**src/rtl/iob_uart_dbg_master.sv**
```systemverilog
// iob_uart_dbg_master: UART (8N1) command bridge acting as a 32-bit IOb bus initiator.
// Host frames: 'W' A3 A2 A1 A0 D3 D2 D1 D0 -> ACK 0x06 ; 'R' A3..A0 -> D3..D0 ; other -> NAK 0x15.
// Ports:
//   clk_i, rst_n_i            clock, synchronous active-low reset
//   bit_duration_i            clock cycles per UART bit (>= 4), latched per frame
//   rxd_i / txd_o             serial in / out, idle high
//   iob_valid_o, iob_addr_o, iob_wdata_o, iob_wstrb_o, iob_ready_i,
//   iob_rvalid_i, iob_rdata_i IOb initiator interface
//   busy_o                    command in progress
//   err_o                     one-cycle pulse per error event
// Optional macro: IOB_UART_DBG_MASTER_TIMEOUT_EN enables a 2^20-1 cycle command timeout.
module iob_uart_dbg_master #(
  parameter int unsigned ADDR_W = 32,
  parameter int unsigned DIV_W  = 16
) (
  input  logic              clk_i,
  input  logic              rst_n_i,
  input  logic [DIV_W-1:0]  bit_duration_i,
  input  logic              rxd_i,
  output logic              txd_o,
  output logic              iob_valid_o,
  output logic [ADDR_W-1:0] iob_addr_o,
  output logic [31:0]       iob_wdata_o,
  output logic [3:0]        iob_wstrb_o,
  input  logic              iob_ready_i,
  input  logic              iob_rvalid_i,
  input  logic [31:0]       iob_rdata_i,
  output logic              busy_o,
  output logic              err_o
);
  localparam logic [7:0] CMD_WR  = 8'h57;
  localparam logic [7:0] CMD_RD  = 8'h52;
  localparam logic [7:0] RSP_ACK = 8'h06;
  localparam logic [7:0] RSP_NAK = 8'h15;
  localparam int unsigned TO_W   = 20;

  typedef enum logic [1:0] {RX_IDLE, RX_START, RX_DATA, RX_STOP} rx_state_t;
  typedef enum logic [2:0] {S_IDLE, S_ADDR, S_DATA, S_REQ, S_RWAIT, S_RESP} cmd_state_t;

  // RX state
  logic             r_rxd_s1, r_rxd_s2, r_rxd_prev;
  rx_state_t        r_rx_state, w_rx_nxt;
  logic [DIV_W-1:0] r_rx_cnt, r_rx_div;
  logic [2:0]       r_rx_bit;
  logic [7:0]       r_rx_byte;
  logic             w_rx_full, w_rx_done, w_rx_ferr;

  // TX state
  logic             r_txd, r_tx_busy;
  logic [8:0]       r_tx_shift;
  logic [3:0]       r_tx_bit;
  logic [DIV_W-1:0] r_tx_cnt, r_tx_div;
  logic             w_tx_last, w_tx_load;

  // Command state
  cmd_state_t       r_cmd, w_cmd_nxt;
  logic             r_is_wr, r_valid, r_busy, r_err;
  logic [1:0]       r_byte_cnt;
  logic [31:0]      r_addr, r_wdata, r_resp;
  logic [3:0]       r_wstrb;
  logic [2:0]       r_resp_n, w_resp_n;
  logic [31:0]      w_resp_val;
  logic             w_resp_set, w_shift_addr, w_shift_data, w_err, w_timeout;

  // RX next-state: start is re-checked mid-bit, data/stop sampled at bit centres
  always_comb begin
    w_rx_nxt  = r_rx_state;
    w_rx_done = 1'b0;
    w_rx_ferr = 1'b0;
    w_rx_full = (r_rx_cnt == r_rx_div - DIV_W'(1));
    case (r_rx_state)
      RX_IDLE:  if (r_rxd_prev && !r_rxd_s2) w_rx_nxt = RX_START;
      RX_START: if (r_rx_cnt == (r_rx_div >> 1)) w_rx_nxt = r_rxd_s2 ? RX_IDLE : RX_DATA;
      RX_DATA:  if (w_rx_full && r_rx_bit == 3'd7) w_rx_nxt = RX_STOP;
      RX_STOP: begin
        if (w_rx_full) begin
          w_rx_nxt  = RX_IDLE;
          w_rx_done = r_rxd_s2;
          w_rx_ferr = !r_rxd_s2;
        end
      end
      default:  w_rx_nxt = RX_IDLE;
    endcase
  end

  // RX registers; sync flops reset low so a high line must be seen before any start edge
  always_ff @(posedge clk_i) begin
    if (!rst_n_i) begin
      r_rxd_s1   <= 1'b0;
      r_rxd_s2   <= 1'b0;
      r_rxd_prev <= 1'b0;
      r_rx_state <= RX_IDLE;
      r_rx_cnt   <= '0;
      r_rx_div   <= '0;
      r_rx_bit   <= '0;
      r_rx_byte  <= '0;
    end else begin
      r_rxd_s1   <= rxd_i;
      r_rxd_s2   <= r_rxd_s1;
      r_rxd_prev <= r_rxd_s2;
      r_rx_state <= w_rx_nxt;
      case (r_rx_state)
        RX_IDLE: begin
          r_rx_cnt <= '0;
          r_rx_bit <= '0;
          r_rx_div <= bit_duration_i;
        end
        RX_START: r_rx_cnt <= (r_rx_cnt == (r_rx_div >> 1)) ? '0 : r_rx_cnt + DIV_W'(1);
        default: begin
          if (w_rx_full) begin
            r_rx_cnt <= '0;
            if (r_rx_state == RX_DATA) begin
              r_rx_byte <= {r_rxd_s2, r_rx_byte[7:1]};
              r_rx_bit  <= r_rx_bit + 3'd1;
            end
          end else begin
            r_rx_cnt <= r_rx_cnt + DIV_W'(1);
          end
        end
      endcase
    end
  end

  // TX: next queued byte loads on the last stop-bit cycle so bytes run back-to-back
  assign w_tx_last = r_tx_busy && (r_tx_bit == 4'd9) && (r_tx_cnt == r_tx_div - DIV_W'(1));
  assign w_tx_load = (r_cmd == S_RESP) && (r_resp_n != 3'd0) && (!r_tx_busy || w_tx_last);

  always_ff @(posedge clk_i) begin
    if (!rst_n_i) begin
      r_txd      <= 1'b1;
      r_tx_busy  <= 1'b0;
      r_tx_shift <= '1;
      r_tx_bit   <= '0;
      r_tx_cnt   <= '0;
      r_tx_div   <= '0;
    end else if (w_tx_load) begin
      r_txd      <= 1'b0;
      r_tx_busy  <= 1'b1;
      r_tx_shift <= {1'b1, r_resp[31:24]};
      r_tx_bit   <= '0;
      r_tx_cnt   <= '0;
      r_tx_div   <= bit_duration_i;
    end else if (r_tx_busy) begin
      if (r_tx_cnt == r_tx_div - DIV_W'(1)) begin
        r_tx_cnt <= '0;
        if (r_tx_bit == 4'd9) begin
          r_tx_busy <= 1'b0;
          r_txd     <= 1'b1;
        end else begin
          r_txd      <= r_tx_shift[0];
          r_tx_shift <= {1'b1, r_tx_shift[8:1]};
          r_tx_bit   <= r_tx_bit + 4'd1;
        end
      end else begin
        r_tx_cnt <= r_tx_cnt + DIV_W'(1);
      end
    end
  end

`ifdef IOB_UART_DBG_MASTER_TIMEOUT_EN
  // Command watchdog: restarts on every received byte and state change
  logic [TO_W-1:0] r_to_cnt;
  logic            w_to_run;
  assign w_to_run  = (r_cmd == S_ADDR) || (r_cmd == S_DATA) || (r_cmd == S_REQ) || (r_cmd == S_RWAIT);
  assign w_timeout = w_to_run && (r_to_cnt == {TO_W{1'b1}});
  always_ff @(posedge clk_i) begin
    if (!rst_n_i) r_to_cnt <= '0;
    else if (!w_to_run || w_rx_done || (r_cmd != w_cmd_nxt)) r_to_cnt <= '0;
    else r_to_cnt <= r_to_cnt + TO_W'(1);
  end
`else
  assign w_timeout = 1'b0;
`endif

  // Command FSM next-state
  always_comb begin
    w_cmd_nxt    = r_cmd;
    w_err        = w_rx_ferr;
    w_resp_set   = 1'b0;
    w_resp_val   = '0;
    w_resp_n     = '0;
    w_shift_addr = 1'b0;
    w_shift_data = 1'b0;
    case (r_cmd)
      S_IDLE: begin
        if (w_rx_done) begin
          if (r_rx_byte == CMD_WR || r_rx_byte == CMD_RD) begin
            w_cmd_nxt = S_ADDR;
          end else begin
            w_cmd_nxt  = S_RESP;
            w_resp_set = 1'b1;
            w_resp_val = {RSP_NAK, 24'h0};
            w_resp_n   = 3'd1;
            w_err      = 1'b1;
          end
        end
      end
      S_ADDR: begin
        if (w_rx_done) begin
          w_shift_addr = 1'b1;
          if (r_byte_cnt == 2'd3) w_cmd_nxt = r_is_wr ? S_DATA : S_REQ;
        end
      end
      S_DATA: begin
        if (w_rx_done) begin
          w_shift_data = 1'b1;
          if (r_byte_cnt == 2'd3) w_cmd_nxt = S_REQ;
        end
      end
      S_REQ: begin
        w_err = w_rx_ferr || w_rx_done;
        if (iob_ready_i) begin
          if (r_is_wr) begin
            w_cmd_nxt  = S_RESP;
            w_resp_set = 1'b1;
            w_resp_val = {RSP_ACK, 24'h0};
            w_resp_n   = 3'd1;
          end else begin
            w_cmd_nxt = S_RWAIT;
          end
        end
      end
      S_RWAIT: begin
        w_err = w_rx_ferr || w_rx_done;
        if (iob_rvalid_i) begin
          w_cmd_nxt  = S_RESP;
          w_resp_set = 1'b1;
          w_resp_val = iob_rdata_i;
          w_resp_n   = 3'd4;
        end
      end
      S_RESP: begin
        w_err = w_rx_ferr || w_rx_done;
        if (w_tx_last && r_resp_n == 3'd0) w_cmd_nxt = S_IDLE;
      end
      default: w_cmd_nxt = S_IDLE;
    endcase
    if (w_timeout) begin
      w_cmd_nxt  = S_RESP;
      w_resp_set = 1'b1;
      w_resp_val = {RSP_NAK, 24'h0};
      w_resp_n   = 3'd1;
      w_err      = 1'b1;
    end
  end

  // Command FSM registers and bus-side outputs
  always_ff @(posedge clk_i) begin
    if (!rst_n_i) begin
      r_cmd      <= S_IDLE;
      r_is_wr    <= 1'b0;
      r_valid    <= 1'b0;
      r_busy     <= 1'b0;
      r_err      <= 1'b0;
      r_byte_cnt <= '0;
      r_addr     <= '0;
      r_wdata    <= '0;
      r_wstrb    <= '0;
      r_resp     <= '0;
      r_resp_n   <= '0;
    end else begin
      r_cmd   <= w_cmd_nxt;
      r_valid <= (w_cmd_nxt == S_REQ);
      r_busy  <= (w_cmd_nxt != S_IDLE);
      r_err   <= w_err;
      if (r_cmd != w_cmd_nxt) r_byte_cnt <= '0;
      else if (w_rx_done) r_byte_cnt <= r_byte_cnt + 2'd1;
      if (r_cmd == S_IDLE && w_rx_done) r_is_wr <= (r_rx_byte == CMD_WR);
      if (w_shift_addr) r_addr <= {r_addr[23:0], r_rx_byte};
      if (w_shift_data) r_wdata <= {r_wdata[23:0], r_rx_byte};
      if (w_cmd_nxt == S_REQ && r_cmd != S_REQ) r_wstrb <= r_is_wr ? 4'hF : 4'h0;
      if (w_resp_set) begin
        r_resp   <= w_resp_val;
        r_resp_n <= w_resp_n;
      end else if (w_tx_load) begin
        r_resp   <= {r_resp[23:0], 8'h00};
        r_resp_n <= r_resp_n - 3'd1;
      end
    end
  end

  assign txd_o       = r_txd;
  assign iob_valid_o = r_valid;
  assign iob_addr_o  = r_addr[ADDR_W-1:0];
  assign iob_wdata_o = r_wdata;
  assign iob_wstrb_o = r_wstrb;
  assign busy_o      = r_busy;
  assign err_o       = r_err;
endmodule

```
**config.mk**
```make
export PLATFORM = sky130hd
export DESIGN_NAME = iob_uart_dbg_master
export DESIGN_NICKNAME = d
export VERILOG_FILES = /design/src/rtl/iob_uart_dbg_master.sv
export SDC_FILE = /design/constraint.sdc
export NUM_CORES = 1
export LEC_CHECK = 0
export ABC_AREA = 1
export ABC_CLOCK_PERIOD_IN_PS = 4500
export BUFFER_PORTS_ARGS = -buffer_cell sky130_fd_sc_hd__buf_2
export CELL_PAD_IN_SITES_DETAIL_PLACEMENT = 1
export CELL_PAD_IN_SITES_GLOBAL_PLACEMENT = 1
export CORE_MARGIN = 4
export CORE_UTILIZATION = 45
export DETAILED_ROUTE_END_ITERATION = 6
export PLACE_DENSITY = 0.95
export SYNTH_ARGS = -nofsm -noshare
export SYNTH_HDL_FRONTEND = slang
export SYNTH_SLANG_ARGS = --single-unit
export TNS_END_PERCENT = 5
```
**constraint.sdc**
```tcl
create_clock -name clk_i -period 4.5 [get_ports clk_i]
set_input_delay 0.9 -clock clk_i [delete_from_list [all_inputs] [get_ports clk_i]]
set_output_delay 0.9 -clock clk_i [all_outputs]
set_load 0.02 [all_outputs]
```
* Word-level counts from Yosys, hierarchy flattened
Index checks and enable logic that the tools add are counted.
Storage, ports and cells: output and inout bits 72, word-level logic and storage cells 165, flip-flop bits (word level) 206
Cells by class: reductions and logical operators 34, bitwise gates (word level) 4, mux-type cells 70, equal/unequal tests 24, add/sub/neg operators 8
Operator list (count):
- 32-bit two-way mux | 3
- 32-bit case mux with 3 select lines | 1
- 29-bit two-way mux | 2
- 27-bit two-way mux | 2
- 16-bit two-way mux | 3
- 3-bit two-way mux | 14
- 16-bit by 1-bit adder with 16-bit output (second input constant) | 2
- 16-bit equality test | 2
- 8-bit two-way mux | 4
- 16-bit case mux with 2 select lines | 1
- 16-bit by 1-bit subtractor with 16-bit output (second input constant) | 2
- 1-bit two-way mux | 28
- 3-bit case mux with 6 select lines | 1
- 16-bit by 15-bit equality test with 1-bit output | 1
- 8-bit by 7-bit equality test with 1-bit output (second input constant) | 2
- 3-bit AND reduction | 4
- 2-bit two-way mux | 5
- 2-bit inequality test (second input constant) | 5
- 2-bit nonzero test | 5
- 3-bit by 2-bit equality test with 1-bit output (second input constant) | 3
- 3-bit equality test (second input constant) | 3
- 1-bit logical AND | 9
- 3-bit case mux with 3 select lines | 1
- 2-bit case mux with 4 select lines | 1
- other kinds (24) | 36

* Depth between registers and ports, before layout
Gate-level depths: netlist of the first run.
word-level depth 8, depth in mapped cells 21

* Worst setup path after synthesis of the first run
OpenSTA, ideal clock, no wires.
path kind register -> register, start register r_tx_div[0], end register r_tx_shift[4], cell stages (with the launch flop) 19, setup slack 2.213 ns, arrival time 2.167 ns, buffers on the path 1, setup time 0.119 ns, cells stage by stage dfxtp_1 > inv_1 > ha_1 > nand2_2 > nor2_4 > nand2_1 > nand3_1 > nand2_1 > nor2_1 > nand2_1 > nor2_1 > and2_1 > nand2_1 > nand2_2 > nand2_4 > buf_6 > or2_0 > a21oi_1 > o21ai_1
On the way: word-level cells in the longest chain between the ends 7, elaborated cells on any way between the ends 10, those cells by class 1 x add/sub; 2 x eq/ne; 1 x mux; 6 x reduce/logical
RTL lines:
- start, declared | line 52 | logic [DIV_W-1:0] r_tx_cnt, r_tx_div;
- start signal, assigned | line 142 | r_tx_div <= bit_duration_i;
- 16-bit by 1-bit subtractor with 16-bit output * | line 125, 144
- 16-bit equality test * | line 125, 144
- 1-bit logical AND | line 125 | assign w_tx_last = r_tx_busy && (r_tx_bit == 4'd9) && (r_tx_cnt == r_tx_div - DIV_W'(1));
- 1-bit logical OR | line 126 | assign w_tx_load = (r_cmd == S_RESP) && (r_resp_n != 3'd0) && (!r_tx_busy || w_tx_last);
- 1-bit logical AND | line 126
- 2-bit inequality test (no line) / 2-bit nonzero test (equally long branches)
- 3-bit AND reduction (no line)
- end signal, assigned | line 139 | r_tx_shift <= {1'b1, r_resp[31:24]};
- end signal, assigned | line 151 | r_tx_shift <= {1'b1, r_tx_shift[8:1]};
- end, declared | line 50 | logic [8:0] r_tx_shift;
Mark *: on every way between the ends. The rest lies on a longest branch, timed or not. A chain may end at the register's enable or synchronous reset.

* Worst setup path in the final report of the first run
start register r_tx_div[0], end register r_resp_n[2]
On the way: word-level cells in the longest chain between the ends 6
RTL lines:
- 16-bit by 1-bit subtractor with 16-bit output | line 125
- 16-bit equality test | line 125
- 1-bit logical AND | line 125
- 1-bit logical OR | line 126
- 1-bit logical AND | line 126
- 2-bit nonzero test (no line)
- end signal, assigned | line 274 | r_resp_n <= w_resp_n;
- end signal, assigned | line 277 | r_resp_n <= r_resp_n - 3'd1;
- end, declared | line 61 | logic [2:0] r_resp_n, w_resp_n;
Every way passes these cells.

==> qor_table.md, run 1 <==
| Group | Parameter | Reported |
|:---|:---|:---|
| critical path | Cell breakdown of the critical path | inv_1 -> ha_1 -> nand2_2 -> nor2_4 -> nand2_1 -> nand2_1 -> nand2_1 -> nand2_1 -> inv_1 -> nand2_1 -> nor2_1 -> and2_1 -> nand2_1 -> nand2_2 -> nand2_4 -> nand3_2 -> o21ai_0 -> inv_1 |
| min path | Hold Crit Start | r_rxd_s1 |
| yosys | Cell area after synthesis | 0.0100 mm2 |
| timing | Final min period | 3.64 ns |
| critical path | Worst Setup SP | r_tx_div[0] |
| cts | Insertion delay to the later sink of the worst-skew pair | 0.51 ns |
| die | Floorplan die area | 0.0247 mm2 |
| critical path | Family with the most delay on the worst path | simple AND/OR/NAND/NOR gates |
| cts | Number of clock sinks | 203 |
| yosys | Synth unique cells | 51 |
| critical path | Element type at the critical path end | flip-flop |
| cts | Cts bufs inserted | 24 |
| routing | Ratio of routed vias to standard cells | 5.33 |
| cts | CTS hold repair buffers | 0 |
| min path | Class of the tightest hold or removal check | flip-flop to flip-flop |
| critical path | Launching point of the worst reg2reg path | r_tx_div[0] |
| global route | Tot GR Track Use | 0.246 |
| cells and area | Total of fill cells in the finished design | 2,908 |
| routing | Via Count | 9,772 |
| cts | Clock transition time at the flip-flop clock pins of the worst setup and hold paths | 0.06 ns |
| critical path | Crit Path Category | flip-flop to flip-flop |
| cells and area | Count of nets after finishing | 1,605 |
| global route | GRT overflow | 0 |
| yosys | Seq cells post-synth | 203 |
| die | Y dimension of the die | 157 um |
| min path | End of the worst hold path | r_rxd_s2 |
| cells and area | Total area of sequential cells | 0.00406 mm2 |
| placed design | Routability Congestion | 0.887 |
| yosys | Cell taking the most area after synthesis | dfxtp_1 |
| die | Placeable core area | 0.0218 mm2 |
| timing | Max transition margin | 0.386 |
| critical path | Critical Path AT | 4.03 ns |
| cts | Clock tree from TritonCTS | built |
| critical path | Most numerous cell on the critical path | nand2_1 |
| critical path | Largest stage delay on the critical path | 0.64 ns |
| yosys | Sequential share of the synthesized area | 0.406 |
| routing | DR WL/cell | 16.8 um |
| power | Static leakage power | 0.00549 uW |
| global route | Via count of the first global-routing pass | 10,400 |
| yosys | Area share of the largest cell type after synthesis | 0.406 |
| timing | Final setup fails | 0 |
| run | Maxcap violations | 0 |
| placed design | Post-placement setup slack | 0.972 ns |
| timing | Fin. Hold Viols | 0 |
| timing | Final worst setup slack | 0.857 ns |
| cts | CTS resizes | 0 |
| global route | Global-route wire length before repair | 50,800 um |
| yosys | Synthesized netlist cell count | 1,445 |
| routing | DRT antenna net count | 0 |
| outcome | Status | finished clean |
| critical path | Kind of start point of the critical path | flip-flop |
| power | Total power per unit cell area | 359 mW/mm2 |
| routing | DRC Markers | 0 |
| global route | Maximum number of pins on one net before global-route repair | 103 |
| routing | Wire length after detailed routing | 30,700 um |
| global route | Number of antenna violations at the first check in global routing | 1 |
| die | Die outline width | 157 um |
| timing | Post-route fraction of the period consumed by the critical path | 0.809 |
| die | Num ports | 125 |
| placed design | Detailed placement HPWL | 21,400 um |
| placed design | Count of input and output buffers | 124 |
| yosys | Number of synthesized flops with an enable pin | 0 |
| yosys | Syn_nets | 1,509 |
| critical path | Length in cells of the worst reg-to-reg path | 18 |
| yosys | Most common flop cell mapped by yosys | dfxtp_1 |
| critical path | Maximum net fanout on the critical path | 64 |
| timing | Setup repair after global routing missed its margin | no |
| cells and area | Signed area change from the synthesized netlist to the final layout | 14.5% |
| critical path | Flop2flop setup slack | 0.86 ns |
| cts | # Post-CTS Setup Buffers | 0 |
| critical path | Reg2reg end | r_resp_n[2] |
| timing | Worst Clk Skew | 0.00938 ns |
| yosys | Yosys warns | 0 |
| critical path | Combined buffer and inverter count along the critical path | 3 |
| power | IR drop worst, VDD | 255 uV |
| yosys | Fraction of synthesis flops using an asynchronous set or reset pin | 0 |
| cells and area | Fraction of layout cells with a size suffix above 1 | 0.148 |
| routing | Initial DRC count | 512 |
| yosys | Top cells by area, synth | dfxtp_1 41%, nor2_1 11%, nand2_1 9.5% |
| timing | Max-slew violations | 0 |
| cells and area | Footprint of the multi-input gates | 0.00508 mm2 |
| critical path | Slowest cell on crit path | nand3_2 |
| cells and area | Antenna diode instance count | 0 |
| die | Number of core rows | 54 |
| critical path | Required arrival time at the worst endpoint | 4.89 ns |
| timing | Highest clock frequency the design can meet | 275 MHz |
| die | Initial standard-cell utilization of the core | 0.459 |
| routing | DRT Pass-1 Iters | 7 |
| yosys | Synthesized area divided by synthesized cell count | 6.93 um2 |
| timing | Worst hold margin | 0.474 ns |
| cts | Maximum level of the CTS H-tree | 1 |
| timing | Transition at the pin with the smallest max-transition slack | 0.921 ns |
| min path | Hold Crit Depth | 2 |
| timing | Total Neg Setup Slack | 0 ns |
| cts | Buffer cell driving the clock tree root | clkbuf_16 |
| cts | Buffers from clock root to sink, at most | 3 |
| cells and area | Finished Core Util | 0.525 |
-- sequential cells by signal, indices dropped and copies added, names as in the netlist, 2 cells and up, named ones only --
name,cells
iob_addr_o,32
iob_wdata_o,32
r_resp,32
r_rx_cnt,16
r_rx_div,16
r_tx_cnt,16
r_tx_div,16
r_rx_byte,8
r_tx_shift,8
r_tx_bit,4
r_cmd,3
r_resp_n,3
r_rx_bit,3
r_byte_cnt,2
-- routing by layer --
layer	share of wire	wire length, um	track usage
met1	0.41	12600	0.290
met3	0.059	1830	0.0503
met5	0.00042	13	0
met2	0.51	15600	0.452
met4	0.026	792	0.0721
-- stage by stage --
| stage | cell area, um2 | total power (uW) | cells |
|---|---|---|---|
| after floorplan | 10000 | 2150 | 1445 |
| after global placement | 10700 | 2250 | 1795 |
| after detailed placement | 10700 | 2260 | 1795 |
| after CTS | 11500 | 4150 | 1832 |
| after global routing | 11500 | 4280 | 1832 |
| final | 11500 | 4120 | 1832 |
-- placed cells by master, fill, tap and decap left out, types with 12 or more instances in the layout --
cell / Yosys / routed
nand2_1: 254 / 254
buf_2: 12 / 123
nor3_1: 17 / 17
o21ai_0: 136 / 136
o21ai_1: 33 / 33
xnor2_1: 24 / 24
nand4_1: 12 / 12
nand3_1: 58 / 58
a21oi_1: 74 / 74
xor2_1: 28 / 28
nor2_1: 290 / 290
nor2_2: 12 / 12
dfxtp_1: 203 / 203
inv_2: 12 / 12
clkbuf_16: 0 / 25
inv_1: 140 / 140
-- cell families after synthesis --
| family | count (synthesis) | synth area share |
|---|---|---|
| AND/OR/NAND/NOR | 705 | 0.310 |
| AO/OA/AOI/OAI | 263 | 0.137 |
| buffers and inverters | 210 | 0.0870 |
| flip-flops | 203 | 0.406 |
| XOR/XNOR | 52 | 0.0455 |
| adder cells (fa/ha/maj) | 11 | 0.0137 |
| multiplexers | 1 | 0.00112 |
-- area by class of cell --
type / instances / area share
well taps: 280 / 0.0306
repair buffers: 125 / 0.0550
clock inverters: 4 / 0.00415
flip-flops and latches: 203 / 0.355
inverters: 155 / 0.0511
clock buffers: 33 / 0.0616
multi-input cells: 1032 / 0.443
-- power by group --
part	leakage (uW)	internal (uW)	switching [uW]	total, uW
Sequential	0.00164	1820	37.4	1860
Combinational	0.00348	122	252	374
Clock	0.000370	1140	750	1890
Total	0.00549	3080	1040	4120
-- worst max-delay path by stage --
| stage | cells after the start | end |
|---|---|---|
| floorplan | 18 | r_tx_shift[4] |
| global placement | 18 | r_resp_n[2] |
| detailed placement | 18 | r_resp_n[2] |
| CTS | 18 | r_resp_n[2] |
| global route | 18 | r_resp_n[2] |
| finish | 18 | r_resp_n[2] |
-- tightest hold or removal path: cells and delay by family (launching register included) --
kind | cells | cell delay, ns
simple gates | 1 | 0.07
flops | 1 | 0.30
buf+inv | 1 | 0.06
-- cells in the mapped netlist (4+ instances only) --
cell / instances
nor3_1: 17
o21ai_0: 136
o21ai_1: 33
nor4_1: 6
ha_1: 11
dfxtp_1: 203
nor2_1: 290
inv_2: 12
nand2_1: 254
nor3b_1: 4
a21oi_1: 74
xnor2_1: 24
nand2_2: 10
nand4_1: 12
buf_4: 9
a21oi_2: 4
nand3_1: 58
buf_2: 12
nor2_4: 6
nor2_2: 12
or2_2: 9
clkbuf_1: 30
xor2_1: 28
buf_6: 4
nand3b_1: 8
inv_1: 140
Note: power is estimated with default switching activity, not from simulation.
==> run 2, diff against run 1 <==
ABC_AREA = 0   (was 1)
ABC_CLOCK_PERIOD_IN_PS = 3600   (was 4500)
CORE_UTILIZATION = 43   (was 45)
PLACE_DENSITY = 0.89   (was 0.95)
clock period = 3.6 ns   (was 4.5 ns; I/O delays follow)
==> qor_table.md, run 2 <==
| Group | Parameter | Reported |
|:---|:---|:---|
| outcome | Status | finished clean |
| critical path | Kind of start point of the critical path | flip-flop |
| timing | Post-route fraction of the period consumed by the critical path | 0.952 |
| yosys | Syn_nets | 1,216 |
| min path | Class of the tightest hold or removal check | input pin to flip-flop |
| critical path | Maximum net fanout on the critical path | 18 |
| global route | Met2 capacity usage during global routing | 0.393 |
| yosys | Synthesized netlist cell count | 1,152 |
| yosys | Most common flop cell mapped by yosys | dfxtp_1 |
| routing | DRT Pass-1 Iters | 5 |
| power | Power Internal | 3940 uW |
| yosys | Fraction of synthesis flops using an asynchronous set or reset pin | 0 |
| timing | Fin. Hold Viols | 0 |
| cells and area | Count of nets after finishing | 1,301 |
| yosys | Cell area after synthesis | 0.00952 mm2 |
| min path | Hold Crit Depth | 2 |
| critical path | Critical Path AT | 3.80 ns |
| cells and area | Total of fill cells in the finished design | 2,613 |
| routing | Wire length after detailed routing | 29,100 um |
| yosys | Yosys warns | 0 |
| cts | Number of clock sinks | 203 |
| power | Total power per unit cell area | 453 mW/mm2 |
| global route | Via count of the first global-routing pass | 8,997 |
| cts | Maximum level of the CTS H-tree | 1 |
| die | Y dimension of the die | 157 um |
| timing | Final setup fails | 0 |
| global route | Maximum number of pins on one net before global-route repair | 55 |
| die | Placeable core area | 0.0218 mm2 |
| timing | Transition at the pin with the smallest max-transition slack | 1.21 ns |
| power | Static leakage power | 0.00474 uW |
| placed design | Routability Congestion | 0.853 |
| power | Logic pwr share | 0.048 |
| timing | Max-slew violations | 0 |
| timing | Max transition margin | 0.188 |
| cts | Insertion delay to the later sink of the worst-skew pair | 0.51 ns |
| critical path | Element type at the critical path end | flip-flop |
| yosys | Commonest cells post-synth | 203 x dfxtp_1, 183 x nand2_1, 120 x nor2_1 |
| power | Switching Fraction | 0.224 |
| routing | Initial DRC count | 586 |
| cts | Cts bufs inserted | 23 |
| timing | Setup repair after global routing missed its margin | no |
| global route | Number of antenna violations at the first check in global routing | 0 |
| cts | Buffers from clock root to sink, at most | 3 |
| die | Floorplan die area | 0.0246 mm2 |
| timing | Final min period | 3.43 ns |
| die | Die outline width | 157 um |
| cells and area | Signed area change from the synthesized netlist to the final layout | 17.8% |
| placed design | Count of input and output buffers | 124 |
| cells and area | Footprint of the multi-input gates | 0.00504 mm2 |
| power | Sum of internal, switching and leakage power | 5080 uW |
| cts | Clock tree from TritonCTS | built |
| die | Number of core rows | 54 |
| cts | Buffer cell driving the clock tree root | clkbuf_16 |
| yosys | Top cells by area, synth | dfxtp_1 43%, nand2_1 7.2%, a21oi_1 5.7% |
| critical path | Slowest cell on crit path | or3b_2 |
| yosys | Number of synthesized flops with an enable pin | 0 |
| cts | CTS hold repair buffers | 0 |
| cells and area | Most frequent standard cell in the layout excluding fill and tap cells | dfxtp_1 |
| yosys | Seq cells post-synth | 203 |
| yosys | Area share of the largest cell type after synthesis | 0.427 |
| critical path | Crit Path Category | flip-flop to flip-flop |
| critical path | Largest stage delay on the critical path | 0.54 ns |
| cells and area | Antenna diode instance count | 0 |
| cells and area | Most frequent cells in the layout | 203 x dfxtp_1, 183 x nand2_1, 124 x buf_2 |
| power | Power share of the sequential group | 0.452 |
| critical path | Cell breakdown of the critical path | inv_1 -> ha_1 -> or3b_2 -> or4_4 -> xnor2_1 -> and4b_1 -> nand4_2 -> a21o_1 -> buf_4 -> nand3_2 -> nor2_1 |
| yosys | Cell taking the most area after synthesis | dfxtp_1 |
| yosys | Top-count cell post-synth | dfxtp_1 |
| routing | Ratio of routed vias to standard cells | 5.68 |
| die | Num ports | 125 |
| cells and area | Fraction of layout cells with a size suffix above 1 | 0.170 |
| routing | Via Count | 8,715 |
| timing | Total Neg Setup Slack | 0 ns |
| yosys | Synthesized area divided by synthesized cell count | 8.26 um2 |
| global route | GR peak layer | met2 |
| critical path | Length in cells of the worst reg-to-reg path | 11 |
| yosys | Synth unique cells | 69 |
| timing | Highest clock frequency the design can meet | 292 MHz |
| global route | Global-route wire length before repair | 46,600 um |
| global route | GRT overflow | 0 |
| global route | Routing usage on met3 | 0.0354 |
| timing | Worst Clk Skew | 0.0175 ns |
| cts | Clock transition time at the flip-flop clock pins of the worst setup and hold paths | 0.06 ns |
| yosys | Sequential share of the synthesized area | 0.427 |
| global route | Tot GR Track Use | 0.227 |
| power | IR drop worst, VDD | 397 uV |
| global route | Met1 track utilization from global routing | 0.295 |
| routing | DRC Markers | 0 |
| cells and area | Total area of sequential cells | 0.00406 mm2 |
| power | Clock power frac | 0.500 |
| die | Initial standard-cell utilization of the core | 0.436 |
| cts | # Post-CTS Setup Buffers | 0 |
| routing | DR WL/cell | 19.0 um |
| run | Maxcap violations | 0 |
| placed design | Detailed placement HPWL | 18,900 um |
| power | Net switching component of the power | 1140 uW |
| critical path | Required arrival time at the worst endpoint | 3.97 ns |
| routing | DRT antenna net count | 0 |
[run 2: changes by cell type after synthesis, sizes merged, moves of 16 or more]
cell	previous run	this run
a21oi	78	109
clkbuf	30	65
inv	153	22
mux2i	0	42
nand2	266	183
nand3	62	26
nor2	309	120
o21ai	171	39
o31ai	1	20
xnor2	24	47
xor2	28	44
[run 2: power groups by stage]
stage          clock, uW  combinational (uW)  sequential [uW]
6_report            2540                 245             2290
5_1_grt             2690                 269             2300
4_1_cts             2580                 243             2290
3_5_place_dp           0                 236             2340
3_3_place_gp           0                 225             2340
2_1_floorplan          0                 165             2320
[run 2: kinds of logic after synthesis]
logic type	after synthesis	synth area share
buffers and inverters	112	0.0502
DFF	203	0.427
xor gates and xnor gates	92	0.0862
adders and majority gates	11	0.0145
AOI/OAI and AO/OA	231	0.148
muxes	46	0.0489
and+or+nand+nor	457	0.225
[run 2: worst max-delay path: cells and delay by family, from the launching register on]
family                   cells  cell delay (ns)
AND/OR/NAND/NOR              6             1.92
buffers and inverters        2             0.27
AO/OA/AOI/OAI                1             0.24
XOR/XNOR                     1             0.22
adder cells (fa/ha/maj)      1             0.28
flip-flops                   1             0.36
[run 2: layout make-up]
cell class,instances,share of cell area
flip-flops and latches,203,0.362
inverters,23,0.00792
repair buffers,148,0.0754
clock inverters,10,0.0139
well taps,280,0.0312
clock buffers,32,0.0597
multi-input cells,838,0.450
[run 2: final timing paths]
path,from,endpoint,slack (ns)
worst max-delay path,r_tx_div[1],r_tx_cnt[11],0.17
worst min-delay path,iob_rdata_i[4],r_resp[4],0.43
worst max register to register,r_tx_div[1],r_tx_cnt[11],0.17
worst min register to register,r_rxd_s1,r_rxd_s2,0.43
[run 2: timing repair]
item	in CTS	in global routing
pin swaps	0	1
endpoints found under the setup margin	21	45
gates resized for setup	1	7
cloned	0	1
[run 2: through the flow]
stage | area (um2) | worst slack (ns) | std cells | util | hold WS [ns]
global route | 11200 | 0.00342 | 1534 | 0.514 | 0.425
global placement | 10300 | 0.237 | 1491 | 0.474 | 0.415
detailed placement | 10300 | 0.0688 | 1491 | 0.474 | 0.425
finish | 11200 | 0.172 | 1534 | 0.514 | 0.427
CTS | 11200 | 0.117 | 1533 | 0.512 | 0.410
floorplan | 9520 | 0.430 | 1152 | - | 0.412
[run 2: metal layers]
layer / wire, um / part of all wire / vias up
met5: 0 / 0 / -
met4: 675 / 0.023 / 0
met3: 1400 / 0.048 / 53
met2: 14300 / 0.49 / 228
met1: 12700 / 0.44 / 4278
li1: - / - / 4156
